**src/rtl/fabricport_serializer.sv**
```systemverilog
// Splits RATIO-flit RTL words into NoC flits, with a word FIFO and per-VC credit flow control.
// Optional statistics counters are built when FABRICPORT_STATS_EN is defined.
module fabricport_serializer #(
  parameter int WIDTH_NOC    = 128,
  parameter int RATIO        = 4,
  parameter int NUM_VC       = 2,
  parameter int DEPTH        = 4,
  parameter int DEPTH_PER_VC = 8,
  localparam int WIDTH_RTL   = WIDTH_NOC * RATIO,
  localparam int VC_W        = $clog2(NUM_VC)
) (
  input  logic                 clk,
  input  logic                 rst,
  input  logic [WIDTH_RTL-1:0] i_packet_in,
  input  logic                 i_valid_in,
  output logic                 i_ready_out,
  output logic [WIDTH_NOC-1:0] o_flit_out,
  output logic                 o_flit_valid_out,
  input  logic [NUM_VC-1:0]    i_credit_in,
  output logic                 o_busy_out
`ifdef FABRICPORT_STATS_EN
  ,
  output logic [31:0]          o_flit_count,
  output logic [31:0]          o_pkt_count
`endif
);

  localparam int PTR_W  = $clog2(DEPTH);
  localparam int SLOT_W = (RATIO > 1) ? $clog2(RATIO) : 1;

  typedef enum logic {IDLE, SEND} state_t;

  logic [WIDTH_RTL-1:0] mem_q [DEPTH];
  logic [PTR_W:0]       wrPtr_q, rdPtr_q;
  logic                 fifoEmpty, fifoFull, push, pop;
  logic [WIDTH_RTL-1:0] headWord;

  state_t               state_q, state_d;
  logic [WIDTH_RTL-1:0] shift_q, shift_d;
  logic [SLOT_W-1:0]    slot_q, slot_d;
  logic [WIDTH_NOC-1:0] flit_q, flit_d;
  logic                 flitValid_q, flitValid_d;
  logic [7:0]           credit_q [NUM_VC];
  logic [7:0]           credit_d [NUM_VC];

  logic [WIDTH_NOC-1:0] curFlit;
  logic                 curValid;
  logic [VC_W-1:0]      curVc;
  logic                 creditOk, emit, advance;

  // The wrap bit tells a full FIFO from an empty one when the index bits match.
  assign fifoEmpty   = (wrPtr_q == rdPtr_q);
  assign fifoFull    = (wrPtr_q[PTR_W] != rdPtr_q[PTR_W]) &&
                       (wrPtr_q[PTR_W-1:0] == rdPtr_q[PTR_W-1:0]);
  assign i_ready_out = !fifoFull;
  assign push        = i_valid_in && i_ready_out;
  assign headWord    = mem_q[rdPtr_q[PTR_W-1:0]];

  always_ff @(posedge clk) begin
    if (push) mem_q[wrPtr_q[PTR_W-1:0]] <= i_packet_in;
  end

  always_ff @(posedge clk) begin
    if (!rst) begin
      wrPtr_q <= '0;
      rdPtr_q <= '0;
    end else begin
      if (push) wrPtr_q <= wrPtr_q + 1'b1;
      if (pop)  rdPtr_q <= rdPtr_q + 1'b1;
    end
  end

  // The current slot always sits in the top flit of the shift register.
  assign curFlit  = shift_q[WIDTH_RTL-1 -: WIDTH_NOC];
  assign curValid = curFlit[WIDTH_NOC-1];
  assign curVc    = curFlit[WIDTH_NOC-4 -: VC_W];

  // A VC number with no counter behind it never has credit and stalls.
  always_comb begin
    creditOk = 1'b0;
    for (int v = 0; v < NUM_VC; v++) begin
      if (curVc == VC_W'(v) && credit_q[v] != 8'd0) creditOk = 1'b1;
    end
  end

  always_comb begin
    state_d     = state_q;
    shift_d     = shift_q;
    slot_d      = slot_q;
    flit_d      = flit_q;
    flitValid_d = 1'b0;
    pop         = 1'b0;
    emit        = 1'b0;
    advance     = 1'b0;
    case (state_q)
      IDLE: begin
        if (!fifoEmpty) begin
          pop     = 1'b1;
          shift_d = headWord;
          slot_d  = '0;
          state_d = SEND;
        end
      end
      SEND: begin
        if (!curValid) begin
          advance = 1'b1;
        end else if (creditOk) begin
          emit        = 1'b1;
          advance     = 1'b1;
          flitValid_d = 1'b1;
          flit_d      = curFlit;
        end
        if (advance) begin
          if (slot_q == SLOT_W'(RATIO - 1)) begin
            slot_d = '0;
            if (!fifoEmpty) begin
              pop     = 1'b1;
              shift_d = headWord;
            end else begin
              state_d = IDLE;
            end
          end else begin
            shift_d = shift_q << WIDTH_NOC;
            slot_d  = slot_q + 1'b1;
          end
        end
      end
      default: state_d = IDLE;
    endcase
  end

  always_ff @(posedge clk) begin
    if (!rst) begin
      state_q     <= IDLE;
      shift_q     <= '0;
      slot_q      <= '0;
      flit_q      <= '0;
      flitValid_q <= 1'b0;
    end else begin
      state_q     <= state_d;
      shift_q     <= shift_d;
      slot_q      <= slot_d;
      flit_q      <= flit_d;
      flitValid_q <= flitValid_d;
    end
  end

  // A return and an emit on the same VC cancel; returns saturate at the initial credit.
  always_comb begin
    for (int v = 0; v < NUM_VC; v++) begin
      credit_d[v] = credit_q[v];
      if (i_credit_in[v] && !(emit && curVc == VC_W'(v))) begin
        if (credit_q[v] < 8'(DEPTH_PER_VC)) credit_d[v] = credit_q[v] + 8'd1;
      end else if (!i_credit_in[v] && emit && curVc == VC_W'(v)) begin
        credit_d[v] = credit_q[v] - 8'd1;
      end
    end
  end

  always_ff @(posedge clk) begin
    for (int v = 0; v < NUM_VC; v++) begin
      if (!rst) credit_q[v] <= 8'(DEPTH_PER_VC);
      else      credit_q[v] <= credit_d[v];
    end
  end

  assign o_flit_out       = flit_q;
  assign o_flit_valid_out = flitValid_q;
  assign o_busy_out       = !fifoEmpty || (state_q != IDLE);

`ifdef FABRICPORT_STATS_EN
  logic [31:0] flitCount_q, pktCount_q;

  always_ff @(posedge clk) begin
    if (!rst) begin
      flitCount_q <= '0;
      pktCount_q  <= '0;
    end else if (emit) begin
      flitCount_q <= flitCount_q + 32'd1;
      if (curFlit[WIDTH_NOC-3]) pktCount_q <= pktCount_q + 32'd1;
    end
  end

  assign o_flit_count = flitCount_q;
  assign o_pkt_count  = pktCount_q;
`else
  // Statistics disabled: no counter state is built.
`endif

endmodule

```
**config.mk**
```make
export PLATFORM = sky130hd
export DESIGN_NAME = fabricport_serializer
export DESIGN_NICKNAME = d
export VERILOG_FILES = /design/src/rtl/fabricport_serializer.sv
export SDC_FILE = /design/constraint.sdc
export NUM_CORES = 2
export LEC_CHECK = 0
export ABC_AREA = 1
export CAP_MARGIN = 15
export CORE_ASPECT_RATIO = 1.25
export CORE_MARGIN = 5
export CORE_UTILIZATION = 30
export CTS_CLUSTER_SIZE = 40
export DETAILED_ROUTE_END_ITERATION = 6
export PLACE_DENSITY = 0.57
export SLEW_MARGIN = 25
export SYNTH_ARGS = -nofsm -noshare
export SYNTH_HDL_FRONTEND = slang
export SYNTH_SLANG_ARGS = --single-unit
```
**constraint.sdc**
```tcl
create_clock -name clk -period 27.1 [get_ports clk]
set_clock_uncertainty 0.05 [all_clocks]
set_input_delay 4.065 -clock clk [delete_from_list [all_inputs] [get_ports clk]]
set_output_delay 4.065 -clock clk [all_outputs]
set_load 0.01 [all_outputs]
```
==> flow_metrics.env <==
export IMPL_cts_resized=0
export IMPL_cts_sinks=2716
export IMPL_finalHoldViolations=0
export IMPL_synth_edf_count=2048
export IMPL_die_w_um=540.1
export IMPL_core_mm2=0.3503
export IMPL_critPathLaunchType="input port"
export IMPL_pin_count=648
export IMPL_grt_pass1_vias=72024
export IMPL_yosysTopAreaCell="edfxtp_1"
export IMPL_clock_path_buffers=4
export IMPL_wirelength_um=341800
export IMPL_h_tree_depth=5
export IMPL_path_max_fanout=58
export IMPL_cts_setup_buffers=0
export IMPL_synth_fp_nets=9776
export IMPL_syn_cell_area_mm2=0.1054
export IMPL_via_count=75273
export IMPL_finalCritPeriodShare=0.3058
export IMPL_placementRows=243
export IMPL_layout_min_cycle_time_ps=8288
export IMPL_cts_root_buf="clkbuf_16"
export IMPL_synth_xor_area_share=0.001164
export IMPL_power_density_mw_per_mm2=100.4
export IMPL_synth_main_ff_cell="edfxtp_1"
export IMPL_yosys_register_bits=2716
export IMPL_dieArea_mm2=0.3633
export IMPL_finalMaxSlewViolations=0
export IMPL_drive_gt1_frac=0.05714
export IMPL_relSlewSlack=0.1203
export IMPL_cpPeakStageDelay_ps=880
export IMPL_total_leakage_power_nw=40.98
export IMPL_setup_tns_ps=0
export IMPL_clkTransAtPathRegs_ps=60
export IMPL_grt_pass1_wl_um=492700
export IMPL_cap_violations=0
export IMPL_area_growth_pct=18.91
export IMPL_cp_top_family="buffers and inverters"
export IMPL_yosys_area_share_simple=0.1082
export IMPL_worstSkewPairLatency_ps=900
export IMPL_first_pass_iters=6
export IMPL_cts_tree="done"
export IMPL_synthCells=9238
export IMPL_placed_cells=13924
export IMPL_avgSynthCellArea_um2=11.41
export IMPL_grt_antenna_before_repair=90
export IMPL_synth_top_family_by_area="compound AO/OA/AOI/OAI gates"
export IMPL_cp_slowest_cell="buf_4"
export IMPL_synthTopCellsByArea="edfxtp_1 58%, dfxtp_1 13%, o21ai_0 6.2%, nand2_1 5.3%, a21oi_1 4.0%"
export IMPL_final_area_mm2=0.1253
export IMPL_synth_fa_ha_area_frac=0.002636
export IMPL_cp_required_ps=27530
export IMPL_wl_per_cell_um=23.59
export IMPL_initial_utilization=0.3009
export IMPL_postPlaceCellArea_mm2=0.1157
export IMPL_globalplace_congestion=0.7996
export IMPL_synth_compound_area_share=0.1449
export IMPL_place_hpwl_um=203100
export IMPL_grt_overflow=0
export IMPL_port_buffers=647
export IMPL_postRouteAntennaNets=0
export IMPL_seq_area_frac_synth=0.7105
export IMPL_cts_hold_fix_buffers=0
export IMPL_cpMostUsedCell="buf_4"
export IMPL_synth_commonest_cells="2,048 x edfxtp_1, 1,489 x nand2_1, 1,297 x o21ai_0, 917 x nor2_1, 835 x a21oi_1"
export IMPL_via_per_inst=5.195
export IMPL_hp_class="register to register"
export IMPL_tightest_slew_ps=1320
export IMPL_crit_buf_inv=5
export IMPL_muxShareOfSynthArea=0
export IMPL_track_usage=0.1791
export IMPL_grt_setup_unrepaired="false"
export IMPL_layout_nets=10098
export IMPL_synthArstFlopShare=0
export IMPL_finalNonFillerCells=14489
export IMPL_cts_buffers=287
export IMPL_yosysTopAreaCellShare=0.5836
export IMPL_die_height_um=672.6
export IMPL_crit_path_end_kind="register"
export IMPL_outcome="finished, final reports clean"
export IMPL_first_iter_violations=7010
export IMPL_yosysMostFrequentCell="edfxtp_1"
export IMPL_synthDistinctLibCells=36
export IMPL_crit_arrival_ps=8720
export IMPL_max_freq_mhz=120.7
export IMPL_drc_errors=0
export IMPL_critPathKind="input port to register"
export IMPL_setup_viol=0
export IMPL_grt_max_degree=205
export IMPL_crit_chain="clkdlybuf4s50_1 > nand2_1 > nor2_4 > buf_4 > buf_4 > buf_4 > buf_4"
export IMPL_max_vdd_ir_drop_uv=61.37
export IMPL_ys_warn_count=0
==> cell usage in the layout (no fill, tap or decap), drive strengths merged, types with 3 or more instances in the layout <==
cell	n
ha	19
nand2	1490
buf	111
diode	33
a22oi	72
xnor2	10
nand3b	3
clkbuf	390
clkdlybuf4s50	646
nand3	454
clkinv	100
bufinv	17
o211ai	38
o22ai	346
inv	93
clkinvlp	7
dfxtp	668
nor2	919
a21oi	835
nand4	6
o21ai	1392
a41oi	123
xor2	4
edfxtp	2048
==> cell families after synthesis <==
| kind of cell | count (synthesis) |
|---|---|
| adder cells (fa/ha/maj) | 21 |
| AO/OA/AOI/OAI | 2813 |
| XOR/XNOR | 14 |
| flip-flops | 2716 |
| AND/OR/NAND/NOR | 2873 |
| buffers and inverters | 801 |
==> sequential cells by signal, summed over array words and instances (netlist names), named ones only <==
name,flops
credit_q,16
o_flit_valid_out,1
mem_q,2048
shift_q,512
o_flit_out,128
slot_q,2
wrPtr_q,3
rdPtr_q,3
state_q,1
==> worst paths after layout <==
check	from	endpoint	slack [ps]	cells past startpoint
max	i_valid_in	mem_q[2][146]	18810	7
min	o_flit_out[47]	o_flit_out[47]	410	2
max reg2reg	rdPtr_q[2]	mem_q[2][146]	21500	8
min reg2reg	o_flit_out[47]	o_flit_out[47]	410	2
==> routing by layer <==
layer	share of wire	track usage	wire length (um)
met1	0.41	0.2352	140500
met2	0.47	0.2925	161800
met3	0.073	0.03211	25030
met4	0.041	0.07455	13960
met5	0.0011	0	390
==> layout make-up <==
class	count	area [um2]
Antenna cell	33	82.58
Clock inverter	140	1486
Inverter	77	339.1
Timing Repair Buffer	757	7557
Multi-Input combinational cell	5721	27150
Clock buffer	390	7994
Fill cell	33946	224900
Tap cell	4655	5824
Sequential cell	2716	74880
==> report_power, final <==
group          switching (mW)  internal [mW]
combinational            2.28          0.935
sequential              0.402           5.02
clock                    1.68           2.26
total                    4.36           8.22
==> through the flow <==
stage,setup WS (ps),power (mW),util,hold WS [ps]
detailed placement,17930,8.732,0.3303,401.0
finish,18810,12.58,0.3578,407.8
CTS,18900,12.68,0.3573,409.7
global route,18670,13.22,0.3577,425.6
floorplan,194.8,7.574,-,386.1
global placement,17930,8.643,0.3303,398.3
==> worst min-delay path: stages (launching register included) <==
cell     delay (ps)
dfxtp_1         310
nand2_1          60
a21oi_1          50
No activity file was read; power rests on OpenSTA's default activity.
